==> src/rtl/yacc_lookup_arbiter_if.sv <==
// Handshake bundle between the lookup arbiter, its requesters and the YACC cache lookup port.
// The master modport is the arbiter's view; slave is the requester/cache side.
interface yacc_lookup_arbiter_if #(
  parameter int ADDR_W = 32,
  parameter int NREQ   = 2
);
  logic [NREQ-1:0]        req_valid;
  logic [NREQ*ADDR_W-1:0] req_addr;
  logic [NREQ-1:0]        req_ready;
  logic [NREQ-1:0]        rsp_valid;
  logic                   rsp_hit;
  logic                   rsp_err;
  logic                   cache_valid;
  logic [ADDR_W-1:0]      cache_addr;
  logic                   cache_ready;
  logic                   cache_done;
  logic                   cache_hit;

  modport master (
    input  req_valid, req_addr, cache_ready, cache_done, cache_hit,
    output req_ready, rsp_valid, rsp_hit, rsp_err, cache_valid, cache_addr
  );

  modport slave (
    output req_valid, req_addr, cache_ready, cache_done, cache_hit,
    input  req_ready, rsp_valid, rsp_hit, rsp_err, cache_valid, cache_addr
  );
endinterface

==> src/rtl/yacc_lookup_arbiter.sv <==
// Round-robin sequencer sharing the single YACC cache lookup port between NREQ address
// streams, one lookup in flight at a time, with timeout errors and saturating hit/miss stats.
module yacc_lookup_arbiter #(
  parameter int ADDR_W  = 32,
  parameter int NREQ    = 2,
  parameter int TIMEOUT = 64,
  parameter int CNT_W   = 32
) (
  input  logic                 clock,
  input  logic                 reset,
  yacc_lookup_arbiter_if.master bus,
  output logic [CNT_W-1:0]     hit_count,
  output logic [CNT_W-1:0]     miss_count,
  output logic                 busy
);
  localparam int IDX_W = (NREQ > 1) ? $clog2(NREQ) : 1;
  localparam int TMR_W = (TIMEOUT > 1) ? $clog2(TIMEOUT) : 1;
  localparam logic [TMR_W-1:0] TMR_LAST = TMR_W'(TIMEOUT - 1);
  localparam logic [IDX_W-1:0] IDX_LAST = IDX_W'(NREQ - 1);

  typedef enum logic [1:0] {
    IDLE  = 2'd0,
    ISSUE = 2'd1,
    WAIT  = 2'd2
  } state_t;

  state_t            state;
  state_t            next_state;
  logic [IDX_W-1:0]  last_grant;
  logic [IDX_W-1:0]  pick;
  logic [IDX_W-1:0]  cand;
  logic              pick_found;
  logic [ADDR_W-1:0] addr_q;
  logic [TMR_W-1:0]  timer;
  logic [NREQ-1:0]   rsp_valid_q;
  logic              rsp_hit_q;
  logic              rsp_err_q;
  logic              accept;
  logic              issue_fire;
  logic              done_fire;
  logic              expire_fire;

  // Search starts just past the last winner so every stream gets a turn.
  always_comb begin
    pick_found = 1'b0;
    pick       = '0;
    cand       = '0;
    for (int i = 1; i <= NREQ; i++) begin
      cand = IDX_W'((int'(last_grant) + i) % NREQ);
      if (!pick_found && bus.req_valid[cand]) begin
        pick_found = 1'b1;
        pick       = cand;
      end
    end
  end

  always_ff @(posedge clock) begin
    if (reset) begin
      state <= IDLE;
    end else begin
      state <= next_state;
    end
  end

  always_comb begin
    next_state      = state;
    accept          = 1'b0;
    issue_fire      = 1'b0;
    done_fire       = 1'b0;
    expire_fire     = 1'b0;
    bus.req_ready   = '0;
    bus.cache_valid = 1'b0;
    unique case (state)
      IDLE: begin
        if (pick_found) begin
          accept        = 1'b1;
          bus.req_ready = NREQ'(1) << pick;
          next_state    = ISSUE;
        end
      end
      ISSUE: begin
        bus.cache_valid = 1'b1;
        if (bus.cache_ready) begin
          issue_fire = 1'b1;
          next_state = WAIT;
        end
      end
      WAIT: begin
        // A completion arriving on the expiry cycle still counts as a normal response.
        if (bus.cache_done) begin
          done_fire  = 1'b1;
          next_state = IDLE;
        end else if (timer == TMR_LAST) begin
          expire_fire = 1'b1;
          next_state  = IDLE;
        end
      end
      default: next_state = IDLE;
    endcase
  end

  always_ff @(posedge clock) begin
    if (reset) begin
      last_grant  <= IDX_LAST;
      addr_q      <= '0;
      timer       <= '0;
      rsp_valid_q <= '0;
      rsp_hit_q   <= 1'b0;
      rsp_err_q   <= 1'b0;
      hit_count   <= '0;
      miss_count  <= '0;
    end else begin
      rsp_valid_q <= '0;
      rsp_hit_q   <= 1'b0;
      rsp_err_q   <= 1'b0;
      if (accept) begin
        last_grant <= pick;
        addr_q     <= bus.req_addr[pick*ADDR_W +: ADDR_W];
      end
      if (issue_fire) begin
        timer <= '0;
      end else if (state == WAIT) begin
        timer <= timer + TMR_W'(1);
      end
      // last_grant still names the owner of the in-flight lookup here.
      if (done_fire || expire_fire) begin
        rsp_valid_q <= NREQ'(1) << last_grant;
      end
      if (done_fire) begin
        rsp_hit_q <= bus.cache_hit;
        if (bus.cache_hit) begin
          if (hit_count != '1) begin
            hit_count <= hit_count + CNT_W'(1);
          end
        end else if (miss_count != '1) begin
          miss_count <= miss_count + CNT_W'(1);
        end
      end
      if (expire_fire) begin
        rsp_err_q <= 1'b1;
      end
    end
  end

  assign bus.rsp_valid  = rsp_valid_q;
  assign bus.rsp_hit    = rsp_hit_q;
  assign bus.rsp_err    = rsp_err_q;
  assign bus.cache_addr = addr_q;
  assign busy           = (state != IDLE);

endmodule

==> src/flat_wrapper.sv <==
// flat-port wrapper written by rule: the top's interface ports become plain ports
module yacc_lookup_arbiter_flat 
#(
  parameter int ADDR_W  = 32,
  parameter int NREQ    = 2,
  parameter int TIMEOUT = 64,
  parameter int CNT_W   = 32
)
  (clock, reset, hit_count, miss_count, busy, bus_req_valid, bus_req_addr, bus_cache_ready, bus_cache_done, bus_cache_hit, bus_req_ready, bus_rsp_valid, bus_rsp_hit, bus_rsp_err, bus_cache_valid, bus_cache_addr);
  yacc_lookup_arbiter_if #(.ADDR_W(ADDR_W), .NREQ(NREQ)) bus_i ();
  input  logic clock;
  input  logic reset;
  output logic [CNT_W-1:0] hit_count;
  output logic [CNT_W-1:0] miss_count;
  output logic busy;
  input wire logic [$bits(bus_i.req_valid)-1:0] bus_req_valid;
  input wire logic [$bits(bus_i.req_addr)-1:0] bus_req_addr;
  input wire logic [$bits(bus_i.cache_ready)-1:0] bus_cache_ready;
  input wire logic [$bits(bus_i.cache_done)-1:0] bus_cache_done;
  input wire logic [$bits(bus_i.cache_hit)-1:0] bus_cache_hit;
  output wire logic [$bits(bus_i.req_ready)-1:0] bus_req_ready;
  output wire logic [$bits(bus_i.rsp_valid)-1:0] bus_rsp_valid;
  output wire logic [$bits(bus_i.rsp_hit)-1:0] bus_rsp_hit;
  output wire logic [$bits(bus_i.rsp_err)-1:0] bus_rsp_err;
  output wire logic [$bits(bus_i.cache_valid)-1:0] bus_cache_valid;
  output wire logic [$bits(bus_i.cache_addr)-1:0] bus_cache_addr;
  assign bus_i.req_valid = bus_req_valid;
  assign bus_i.req_addr = bus_req_addr;
  assign bus_i.cache_ready = bus_cache_ready;
  assign bus_i.cache_done = bus_cache_done;
  assign bus_i.cache_hit = bus_cache_hit;
  assign bus_req_ready = bus_i.req_ready;
  assign bus_rsp_valid = bus_i.rsp_valid;
  assign bus_rsp_hit = bus_i.rsp_hit;
  assign bus_rsp_err = bus_i.rsp_err;
  assign bus_cache_valid = bus_i.cache_valid;
  assign bus_cache_addr = bus_i.cache_addr;
  yacc_lookup_arbiter #(.ADDR_W(ADDR_W), .NREQ(NREQ), .TIMEOUT(TIMEOUT), .CNT_W(CNT_W)) u_core (.clock(clock), .reset(reset), .bus(bus_i), .hit_count(hit_count), .miss_count(miss_count), .busy(busy));
endmodule
==> config.mk <==
export PLATFORM = sky130hd
export DESIGN_NAME = yacc_lookup_arbiter_flat
export DESIGN_NICKNAME = d
export VERILOG_FILES = /design/src/rtl/yacc_lookup_arbiter_if.sv /design/src/rtl/yacc_lookup_arbiter.sv /design/src/flat_wrapper.sv
export SDC_FILE = /design/constraint.sdc
export NUM_CORES = 1
export LEC_CHECK = 0
export BUFFER_PORTS_ARGS = -buffer_cell sky130_fd_sc_hd__clkbuf_2
export CAP_MARGIN = 20
export CORE_MARGIN = 3
export CORE_UTILIZATION = 30
export DETAILED_ROUTE_END_ITERATION = 6
export PLACE_DENSITY_LB_ADDON = 0.15
export SYNTH_ARGS = -nofsm -noshare
export SYNTH_HDL_FRONTEND = slang
export SYNTH_SLANG_ARGS = --single-unit
==> constraint.sdc <==
create_clock -name clock -period 3.7 [get_ports clock]
set_input_delay 0.74 -clock clock [delete_from_list [all_inputs] [get_ports clock]]
set_output_delay 0.74 -clock clock [all_outputs]
set_load 0.02 [all_outputs]
# Word-level counts from Yosys, hierarchy flattened
# Cells that the tools add are included.
# op_classes
n_eq_ne,8
muxes,26
bitwise,3
n_reduce_logical,11
add_sub_neg,5
magnitude_cmp,2
n_shift,3
# ops
operator,count
"adder 32 x 1 -> 32 bit, second input constant",2
"inequality test 32 bit, second input constant",2
indexed part select 64 x 7 -> 32 bit,1
2-to-1 mux 1 bit,19
2-to-1 mux 2 bit,6
AND reduction 3 bit,3
"adder 6 x 1 -> 6 bit, second input constant",1
"== test 6 bit, second input constant",1
case mux 2 bit (3 select lines),1
OR reduction 2 bit,3
"< comparator 1 x 2 -> 1 bit, second input constant",2
"left shift 1 x 1 -> 2 bit, first input constant",2
"inequality test 3 x 2 -> 1 bit, second input constant",1
inverter 1 bit,3
"adder 1 bit, second input constant",2
"== test 2 x 1 -> 1 bit, second input constant",1
"== test 2 bit, second input constant",1
logical NOT 2 bit,1
"inequality test 2 x 1 -> 1 bit, second input constant",1
"inequality test 2 bit, second input constant",1
nonzero test 2 bit,1
logical AND 1 bit,1
logical NOT 1 bit,1
logical OR 1 bit,1
# word_totals
out_inout_bits,104
register_bits,109
wordCells,67
input_bits,71

# Logic depth before layout (Yosys ltp)
# Gate-level depths: netlist of the first run.
# depth
depth_word,10
mapped_depth,8
ltp_nobuf,6

# Worst setup path before layout of the first run
# No wires, ideal clock.
# synth_path
kind,input port to flip-flop
start,input bus_cache_hit
end,register u_core.miss_count[26]
arrival_time_ps,2164
t_required_ps,3577
path_stages,5
setup_ps,123
path_buffers,0
path_slack_ps,1413
path_cell_list,nand4bb_2 > nor4_4 > nor4b_2 > nand4_1 > mux2_1
# synth_between
elab_chain_cells,2
# synth_lines
item,line,source
from (decl),flat_wrapper.sv:20,input wire logic [$bits(bus_i.cache_hit)-1:0] bus_cache_hit;
inverter 1 bit (no source line),n/a,
AND reduction 3 bit (no source line),n/a,
to (signal assigned),yacc_lookup_arbiter.sv:136,miss_count <= miss_count + CNT_W'(1);
to (decl),yacc_lookup_arbiter.sv:13,"output logic [CNT_W-1:0] miss_count,"
# No other way between the ends.
# A chain may end at the register's enable or synchronous reset.

# Final worst setup path of the first run
# layout_path
start,register u_core.miss_count[18]
end,register u_core.miss_count[19]
# layout_between
elab_chain_cells,2
elab_cells_between_ends,3
cone_classes,add/sub: 1; eq/ne: 1; reduce/logical: 1
# layout_lines
item
"parallel branches: the longest is 2 deep, another holds adder 32 x 1 -> 32 bit"
# Several ways; the timed one is not identified.

==> impl_results.md, run 1 <==
- Status: finished with violations
- Failing checks: design-rule violations
- Total Wirelength: about 15 mm
- Iter 0 DRT Violations: 332
- RSZ-0062 raised after global routing: no
- Clk root buf: clkbuf_16
- Drt wl/cell: 15.4 µm
- Initial Utilization: 31.3%
- CP startpoint: u_core.miss_count[18]$_SDFFE_PP0P_
- Max cap viols: 0
- Placed cells: 938
- Clock power frac: 37.5%
- CP endpoint: u_core.miss_count[19]$_SDFFE_PP0P_
- Period utilization: 67.3%
- First-pass GRT wire length: between 20 and 25 mm
- Critical Path Source Type: flip-flop
- Die area: 0.0186 mm²
- Hold bufs inserted after CTS: 0
- Reg2reg path depth: 5
- Setup violations, final: 0
- Synth Flop Type: dfxtp_1
- Synthesis-stage register bit count: 109
- Layout cells sized above 1: 30.6%
- IR drop worst, VDD: 0.000211 V
- FILL cells: 1676
- CORE AREA: 0.0162 mm²
- Initial antenna violation count: 0
- CP Max Fanout: 17
- Ant. Diodes: 0
- Share of the synthesized area in the top cell type: 42.9%
- Final std cells w/o fill: 952
- Worst clock skew: 8.24 ps
- PortBufs: between 150 and 200
- GRT Total Usage: around 16%
- Setup slack, reg-to-reg: 1210 ps
- Synth warnings: 0
- Share of async-settable or async-resettable flops after synthesis: 0%
- Area leader, netlist: dfxtp_1
- Total clock sinks: 109
- Clock latency on the worst-skew pair: 350 ps
- Power Dens Cells: 377 mW/mm²
- RR Endpoint: u_core.miss_count[19]$_SDFFE_PP0P_
- Worst Setup End Kind: flip-flop
- Combinational share of power: 11.4%
- Class of the worst hold path: reg2reg
- Routability cong.: around 0.83
- Hold_ws: 485 ps
- Syn Area/Cell: 8.91 µm²
- CP required: 3940 ps
- Net switching power: 616 µW
- Commonest non-fill, non-tap cell in the layout: clkbuf_2
- Final min period: ~2500 ps
- # IOs: 175
- Die height: 136 µm
- Syn nets: between 600 and 700
- DP HPWL: around 11 mm
- Unique masters post-synth: 64
- Syn-to-layout area delta: 26.3%
- Commonest cells after routing, fill and taps aside: clkbuf_2 (173), dfxtp_1 (109), nor2_1 (73)
- Grt ovf: 0
- Clock-pin transition on the worst setup and hold timing paths: 70 ps
- Site row count: 46
- Setup TNS: 0 ps
- Routed via count: 5127
- Internal power: 1810 µW
- Die Wd: around 140 µm
- Clock Tree Buf Depth: 2
- Lkg Pwr: around 0.0025 µW
- RR Startpoint: u_core.miss_count[18]$_SDFFE_PP0P_
- Nets: 807
- Resized cells post-CTS: 0
- Seq pwr share: around half
- Total iterations of the first detailed-routing run: 7
- Number of synthesized flops with an enable pin: 0
- Slew @ Worst Pin: about 970 ps
- Max-slew headroom: 35.2%
- CTS tree: yes
- Vias in the first global route: roughly 5000
- Largest net degree at the start of global routing: 76
- Total CTS buffers: 9
- Worst path arrival time: roughly 2700 ps
- Mapped Area: a little over 0.005 mm²
- Final hold violation count: 0
- H-tree Lvls: 3
- Max Clk Rate: 0.402 GHz
- Antenna Violating Nets Remaining: 0
- Synth area leaders: dfxtp_1 (43%), a222oi_1 (6.3%), nor2_1 (5.5%), a21oi_1 (4.1%), or3_1 (3.1%)
- Sw frac: 25.4%
- Vias/cell: approximately 5.4
- Sequential fraction of the synthesis area: 42.9%
- Crit Path Class: reg2reg
- Buffer count from post-CTS setup fixing: 0
- DRC: 1
- Post-Synthesis Cells: roughly 570
- Count of pins over their slew limit: 0
## Yosys cell counts, drive strengths merged, types with 2 or more instances
cell type and count:
a211oi 4, a21oi 42, a222oi 32, a31o 2
a31oi 6, and2 3, and3 8, and4 4
buf 6, clkbuf 22, dfxtp 109, ha 3
inv 15, mux2 7, nand2 30, nand2b 5
nand3 20, nand3b 2, nand4 24, nor2 74
nor2b 9, nor3 6, nor4 14, nor4b 2
o21ai 27, o31ai 15, or2 4, or3 27
or4 14, xnor2 12, xor2 6
## worst max-delay path, cell delays in order (launching register included)
cell and delay (ps):
dfxtp_1 430, nand3_1 220, or3_1 520, o31ai_2 810, nor4_1 100, mux2_2 310
## power groups by stage
stage | Combinational, µW | Sequential, µW | Clock, µW
final | 277 | 1240 | 907
after global routing | 305 | 1240 | 989
after CTS | 280 | 1240 | 949
after detailed placement | 280 | 1260 | 0
after global placement | 274 | 1260 | 0
after floorplan | 127 | 1300 | 0
## how the worst min path moves through the flow
stage                                       from                           end  slack [ps]  cells past startpoint
floorplan           u_core.timer[1]$_SDFFE_PP0N_  u_core.timer[1]$_SDFFE_PP0N_         450                      2
global placement    u_core.timer[1]$_SDFFE_PP0N_  u_core.timer[1]$_SDFFE_PP0N_         470                      2
detailed placement  u_core.timer[1]$_SDFFE_PP0N_  u_core.timer[1]$_SDFFE_PP0N_         480                      2
CTS                 u_core.timer[1]$_SDFFE_PP0N_  u_core.timer[1]$_SDFFE_PP0N_         490                      2
global route        u_core.timer[1]$_SDFFE_PP0N_  u_core.timer[1]$_SDFFE_PP0N_         510                      2
finish              u_core.timer[1]$_SDFFE_PP0N_  u_core.timer[1]$_SDFFE_PP0N_         480                      2
## per-layer routing
layer	GRT usage [%]	routed length (µm)	part of all wire, %
met1	20.2	6510	44
met5	0	0	0
met2	25.7	6870	47
met4	5.94	248	1.7
met3	3.81	1020	6.9
## sequential cells by signal (all words and copies together) (netlist names)
signal                 count
u_core.bus.cache_addr     32
u_core.hit_count          32
u_core.miss_count         32
u_core.timer               6
u_core.bus.rsp_valid       2
u_core.state               2
u_core.bus.rsp_err         1
u_core.bus.rsp_hit         1
u_core.last_grant          1
## logic make-up (layout without fill, tap and decap cells)
family          after synthesis  in the layout  synth area share (%)
buf+inv                      43            208                  3.62
mux                           8              8                  1.75
compound gates              137            137                  18.7
flops                       109            109                  42.9
xor+xnor                     18             18                  3.10
fa+ha+maj                     3              3                 0.738
simple gates                253            253                  29.2
## layout make-up
| class | count | area (µm²) | area share (%) |
|---|---|---|---|
| multi-input cells | 419 | 2730 | 42.4 |
| flip-flops and latches | 109 | 2180 | 34.0 |
| repair buffers | 179 | 923 | 14.4 |
| well taps | 216 | 270 | 4.21 |
| clock buffers | 12 | 256 | 3.99 |
| inverters | 15 | 56.3 | 0.876 |
| clock inverters | 2 | 10.0 | 0.156 |
## stage by stage
| step | setup WS, ps | utilization, % | power, µW | area (µm²) |
|---|---|---|---|---|
| after floorplan | 1410 | - | 1430 | 5090 |
| after global placement | 1050 | 37.9 | 1540 | 6160 |
| after detailed placement | 942 | 37.9 | 1540 | 6160 |
| after CTS | 1190 | 39.6 | 2470 | 6420 |
| after global routing | 937 | 39.6 | 2540 | 6420 |
| final | 1210 | 39.6 | 2420 | 6420 |
No activity file was read; power rests on OpenSTA's default activity.
==> inputs of run 2 (changes only) <==
- clock period: 3.7 -> 2.09 ns (I/O delays scaled with it)
==> run 2 against run 1 <==
The flow now finishes without violations. Utilization up 5.4 points. Largest cell class unchanged. Global-route usage up 0.68 points. Hold slack worse by 150 ps. Sequential power up 77%. Total power up 79%. First-iteration DRC count up 10%. Routed wire length up 5.7%.
==> impl_results.md, run 2 (same netlist as run 1, synthesis figures left out) <==
- Status: complete, no violations
- Grt ovf: 0 (unchanged)
- Tot Pwr: 4330 µW (+79%)
- IR drop worst, VDD: 0.000359 V (+70%)
- HP Start: bus_req_addr[45]
- First-pass GRT wire length: 25.0 mm (+3.9%)
- Vias/cell: 5.15 (-4.5%)
- DRC: 0 (-1)
- Total CTS buffers: 9 (unchanged)
- Hold bufs inserted after CTS: 0 (unchanged)
- Worst Setup End Kind: flip-flop
- Period utilization: 96.5% (+29 points)
- Routability cong.: 0.812 (-2.0%)
- Setup slack, reg-to-reg: 70 ps (-1140 ps)
- Crit-path cells: nand4bb_4, buf_4, nor4_4, buf_4, nor4b_4, buf_4, nand3_1, mux2_1
- Max cap viols: 0 (unchanged)
- Internal power: 3190 µW (+77%)
- H-tree Lvls: 3 (unchanged)
- GRT Total Usage: 16.5% (+0.68 points)
- Setup WS post-layout: 73.7 ps (-1140 ps)
- Commonest cells after routing, fill and taps aside: clkbuf_2 (173), dfxtp_1 (108), buf_4 (101)
- Largest net degree at the start of global routing: 36 (-53%)
- DP HPWL: 11.9 mm (+11%)
- CP Max Fanout: 5 (-12)
- Total iterations of the first detailed-routing run: 5 (-2)
- Die Wd: 136 µm (unchanged)
- Worst Hold Endpoint: u_core.bus.cache_addr[13]$_SDFFE_PP0P_
- Max-slew headroom: 67.5% (+32 points)
- Antenna Violating Nets Remaining: 0 (unchanged)
- Max Clk Rate: 0.496 GHz (+23%)
- Clock-pin transition on the worst setup and hold timing paths: 70 ps (about the same)
- Iter 0 DRT Violations: 366 (+10%)
- CORE AREA: 0.0162 mm² (unchanged)
- Class of the worst hold path: in2reg
- # IOs: 175 (unchanged)
- Layout cells sized above 1: 39.9% (+9.3 points)
- Hold path depth: 3 (+1)
- CP required: 2320 ps (-1620 ps)
- Setup violations, final: 0 (unchanged)
- Combinational share of power: 12.5% (+1.1 points)
- Nets: 906 (+12%)
- Crit Path Class: reg2reg
- Syn-to-layout area delta: 43.5%
- Clk root buf: clkbuf_16
- Net switching power: 1130 µW (+84%)
- Clock latency on the worst-skew pair: 350 ps (about the same)
- Placed cells: 1026 (+9.4%)
- Initial Utilization: 31.3% (unchanged)
- Seq pwr share: 50.5% (-0.6 points)
- CTS tree: yes
- Vias in the first global route: 5208 (+5.6%)
- Ant. Diodes: 0 (unchanged)
- Commonest non-fill, non-tap cell in the layout: clkbuf_2
- Site row count: 46 (unchanged)
- Util after Layout: 45.0% (+5.4 points)
- Clock Tree Buf Depth: 2 (unchanged)
- Worst clock skew: 7.76 ps (-0.474 ps)
- Slew @ Worst Pin: 487 ps (-478 ps)
- Power Dens Cells: 593 mW/mm² (+57%)
- Lkg Pwr: 0.00308 µW (+21%)
- Final hold violation count: 0 (unchanged)
- FILL cells: 1595 (-4.8%)
- Clock power frac: 37.0% (-0.5 points)
- RR Endpoint: u_core.miss_count[20]$_SDFFE_PP0P_
- Sw frac: 26.2% (+0.78 points)
- Worst path arrival time: 2250 ps (-480 ps)
- Final std cells w/o fill: 1053 (+11%)
- CP dominant cell by count: buf_4
- Die height: 136 µm (unchanged)
- Die area: 0.0186 mm² (unchanged)
- Total clock sinks: 109 (unchanged)
- Critical Path Source Type: flip-flop
- Initial antenna violation count: 0 (unchanged)
- Count of pins over their slew limit: 0 (unchanged)
- PortBufs: 174 (unchanged)
- Routed via count: 5418 (+5.7%)
- Slowest cell on the critical path: dfxtp_1
- Drt wl/cell: 14.7 µm (-4.4%)
- RR Startpoint: u_core.state[0]$_SDFFE_PP0P_
- Worst path max stage delay: 320 ps (-490 ps)
- Reg2reg path depth: 8 (+3)
- Pre-CTS setup slack: -150 ps (-1090 ps)
- Final min period: 2020 ps (-472 ps)
- Total Wirelength: 15.5 mm (+5.7%)
-- run 2: power by group through the flow --
stage / logic (µW) / clock network, µW / registers, µW
CTS: 530 / 1680 / 2180
global route: 582 / 1770 / 2190
finish: 542 / 1600 / 2190
detailed placement: 526 / 0 / 2230
global placement: 511 / 0 / 2230
floorplan: 226 / 0 / 2300
-- run 2: worst max-delay path: cells and delay by family (launching register included) --
family	cells	cell delay [ps]
buffers and inverters	3	530
AND/OR/NAND/NOR	4	750
multiplexers	1	300
flip-flops	1	320
-- run 2: how the worst max path moves through the flow --
stage	from	to	cells after the start	slack, ps
2_1_floorplan	u_core.miss_count[1]$_SDFFE_PP0P_	u_core.miss_count[26]$_SDFFE_PP0P_	6	9
3_3_place_gp	bus_cache_hit	u_core.miss_count[26]$_SDFFE_PP0P_	7	-130
3_5_place_dp	bus_cache_hit	u_core.miss_count[26]$_SDFFE_PP0P_	7	-150
4_1_cts	u_core.state[1]$_SDFFE_PP0P_	bus_req_ready[0]	5	6
5_1_grt	u_core.state[0]$_SDFFE_PP0P_	u_core.miss_count[20]$_SDFFE_PP0P_	8	-30
6_report	u_core.state[0]$_SDFFE_PP0P_	u_core.miss_count[20]$_SDFFE_PP0P_	8	70
-- run 2: per-layer routing --
layer,vias up,routed length (µm),GRT usage (%)
met2,163,7420,28.3
li1,2712,-,-
met5,-,0,0
met3,14,1080,3.89
met4,0,250,5.54
met1,2529,6730,20.2
-- run 2: layout make-up --
cell class	count	area (µm²)	share of cell area, %
multi-input combinational	420	2830	38.8
clock inverter	7	48.8	0.669
tap	216	270	3.70
timing repair buffer	277	1680	23.0
clock buffer	9	225	3.09
sequential	109	2180	29.9
inverter	15	56.3	0.772
-- run 2: what timing repair did --
| item | 4_1_cts | 5_1_grt |
|---|---|---|
| setup buffers | 0 | 10 |
| endpoints found under the setup margin | 6 | 22 |
| gates cloned | 0 | 1 |
| resized for setup | 3 | 10 |
| pin swaps | 1 | 6 |
-- run 2: per-stage QoR --
step	cell area, µm²	hold WS (ps)	TNS, ps
after floorplan	5090	454	0
after global placement	6830	468	-579
after detailed placement	6850	481	-965
after CTS	7140	315	0
after global routing	7300	325	-52.5
final	7300	331	0
==> inputs of run 3 (changes only) <==
- CORE_UTILIZATION: 30 -> 45
==> run 3 against run 2 <==
Non-clock buffer count shrank 32. Sequential cell count is the same. Critical endpoint is now u_core.miss_count[21]$_SDFFE_PP0P_. Highest routed layer unchanged. Sequential share of layout area grew 1.5 points.
==> impl_results.md, run 3 (same netlist as run 1, synthesis figures left out) <==
- Status: complete, no violations
- Drt wl/cell: 15.4 µm (+4.6%)
- Routed via count: 5375 (-0.79%)
- Initial antenna violation count: 0 (unchanged)
- Setup violations, final: 0 (unchanged)
- DP HPWL: 11.0 mm (-7.9%)
- H-tree Lvls: 3 (unchanged)
- # IOs: 175 (unchanged)
- Clock-pin transition on the worst setup and hold timing paths: 80 ps (about the same)
- RSZ-0062 raised after global routing: yes
- Final std cells w/o fill: 944 (-10%)
- Max Clk Rate: 0.502 GHz (+1.3%)
- Clock Tree Buf Depth: 2 (unchanged)
- Final min period: 1990 ps (-25.7 ps)
- DRC: 0 (unchanged)
- Vias/cell: 5.69 (+11%)
- Clock latency on the worst-skew pair: 350 ps (about the same)
- Count of pins over their slew limit: 0 (unchanged)
- CP required: 2370 ps (+50 ps)
- Total Wirelength: 14.5 mm (-6.2%)
- Max cap viols: 0 (unchanged)
- Commonest cells after routing, fill and taps aside: clkbuf_2 (173), dfxtp_1 (107), nor2_1 (73)
- Nets: 873 (-3.6%)
- Iter 0 DRT Violations: 535 (+46%)
- CP dominant cell by count: or3_1
- Final instance area: 0.00695 mm² (-4.8%)
- Site row count: 38 (-17%)
- Lkg Pwr: 0.00290 µW (-6.0%)
- Class of the worst hold path: in2reg
- Hold bufs inserted after CTS: 0 (unchanged)
- Worst clock skew: 8.30 ps (+0.536 ps)
- Worst Setup End Kind: flip-flop
- Slowest cell on the critical path: or3_1
- Die area: 0.0126 mm² (-32%)
- Placed standard-cell area: 0.00657 mm² (-4.1%)
- First-pass GRT wire length: 24.0 mm (-4.0%)
- Layout cells sized above 1: 37.8% (-2.1 points)
- Slew @ Worst Pin: 530 ps (+42.8 ps)
- Total clock sinks: 109 (unchanged)
- Crit Path Class: reg2reg
- Die height: 112 µm (-18%)
- Commonest non-fill, non-tap cell in the layout: clkbuf_2
- Largest net degree at the start of global routing: 49 (+36%)
- Period utilization: 95.2% (-1.2 points)
- Worst path max stage delay: 420 ps (+100 ps)
- Routability cong.: 0.874 (+7.6%)
- Pre-CTS setup slack: -94.0 ps (+56.1 ps)
- Worst path arrival time: 2270 ps (+20 ps)
- Final hold violation count: 0 (unchanged)
- Tot Pwr: 4330 µW (+0.14%)
- Initial Utilization: 46.5% (+15 points)
- Total CTS buffers: 9 (unchanged)
- Vias in the first global route: 5250 (+0.81%)
- CORE AREA: 0.0109 mm² (-33%)
- Power Dens Cells: 624 mW/mm² (+5.2%)
- Crit-path cells: nand4_2, buf_4, or2_4, or3_1, or3_1, a21oi_1
- CP Max Fanout: 11 (+6)
- Placed cells: 926 (-9.7%)
- Syn-to-layout area delta: 36.6%
- Max-slew headroom: 64.7% (-2.8 points)
- GRT Total Usage: 22.7% (+6.3 points)
- Clk root buf: clkbuf_16
- Critical Path Source Type: flip-flop
- PortBufs: 174 (unchanged)
- Die Wd: 112 µm (-18%)
- Ant. Diodes: 0 (unchanged)
- IR drop worst, VDD: 0.000550 V (+53%)
- CP delay by family, top: simple AND/OR/NAND/NOR gates
- Antenna Violating Nets Remaining: 0 (unchanged)
- Grt ovf: 0 (unchanged)
- Total iterations of the first detailed-routing run: 6 (+1)
- Crit path buffers/inverters: 1 (-2)
- Util after Layout: 63.5% (+19 points)
- CTS tree: yes
- Setup WS post-layout: 99.3 ps (+25.7 ps)
## run 3: tightest hold or removal path, cell delays in order
cell      delay [ps]
clkbuf_2          80
a222oi_1          70
nor2_1            80
## run 3: cell type report
class	instances	area [µm²]
clock buffers	9	225
clock inverters	7	55.1
fillers	939	3990
inverters	15	56.3
multi-input cells	419	2820
flip-flops and latches	109	2180
well taps	140	175
repair buffers	245	1430
## run 3: through the flow
stage / setup TNS (ps) / hold WS, ps
floorplan: 0 / 454
global placement: -266 / 466
detailed placement: -565 / 473
CTS: 0 / 312
global route: -39.8 / 323
finish: 0 / 327
## run 3: routing by layer
metal  vias to the layer above  part of all wire, %  GRT usage, %
met5                         -                    0             0
met4                         0                  1.5          7.21
met3                        15                  6.9          6.31
met2                       181                   50          40.0
met1                      2548                   41          26.8
li1                       2631                    -             -
## run 3: final timing paths
kind / startpoint / cells past startpoint / end / slack, ps
worst max-delay path: u_core.miss_count[10]$_SDFFE_PP0P_ / 6 / u_core.miss_count[21]$_SDFFE_PP0P_ / 100
worst min-delay path: bus_req_addr[48] / 3 / u_core.bus.cache_addr[16]$_SDFFE_PP0P_ / 330
worst max register to register: u_core.miss_count[10]$_SDFFE_PP0P_ / 6 / u_core.miss_count[21]$_SDFFE_PP0P_ / 100
worst min register to register: u_core.timer[5]$_SDFFE_PP0N_ / 2 / u_core.timer[5]$_SDFFE_PP0N_ / 490
## run 3: what timing repair did
action                     CTS  global route
setup endpoints to repair    1            22
pin swaps                    0             3
resized for setup            1            15
setup buffers                0             2
## run 3: power by group
group | internal, µW | switching [µW]
combinational | 213 | 304
clock | 825 | 808
sequential | 2140 | 41.3
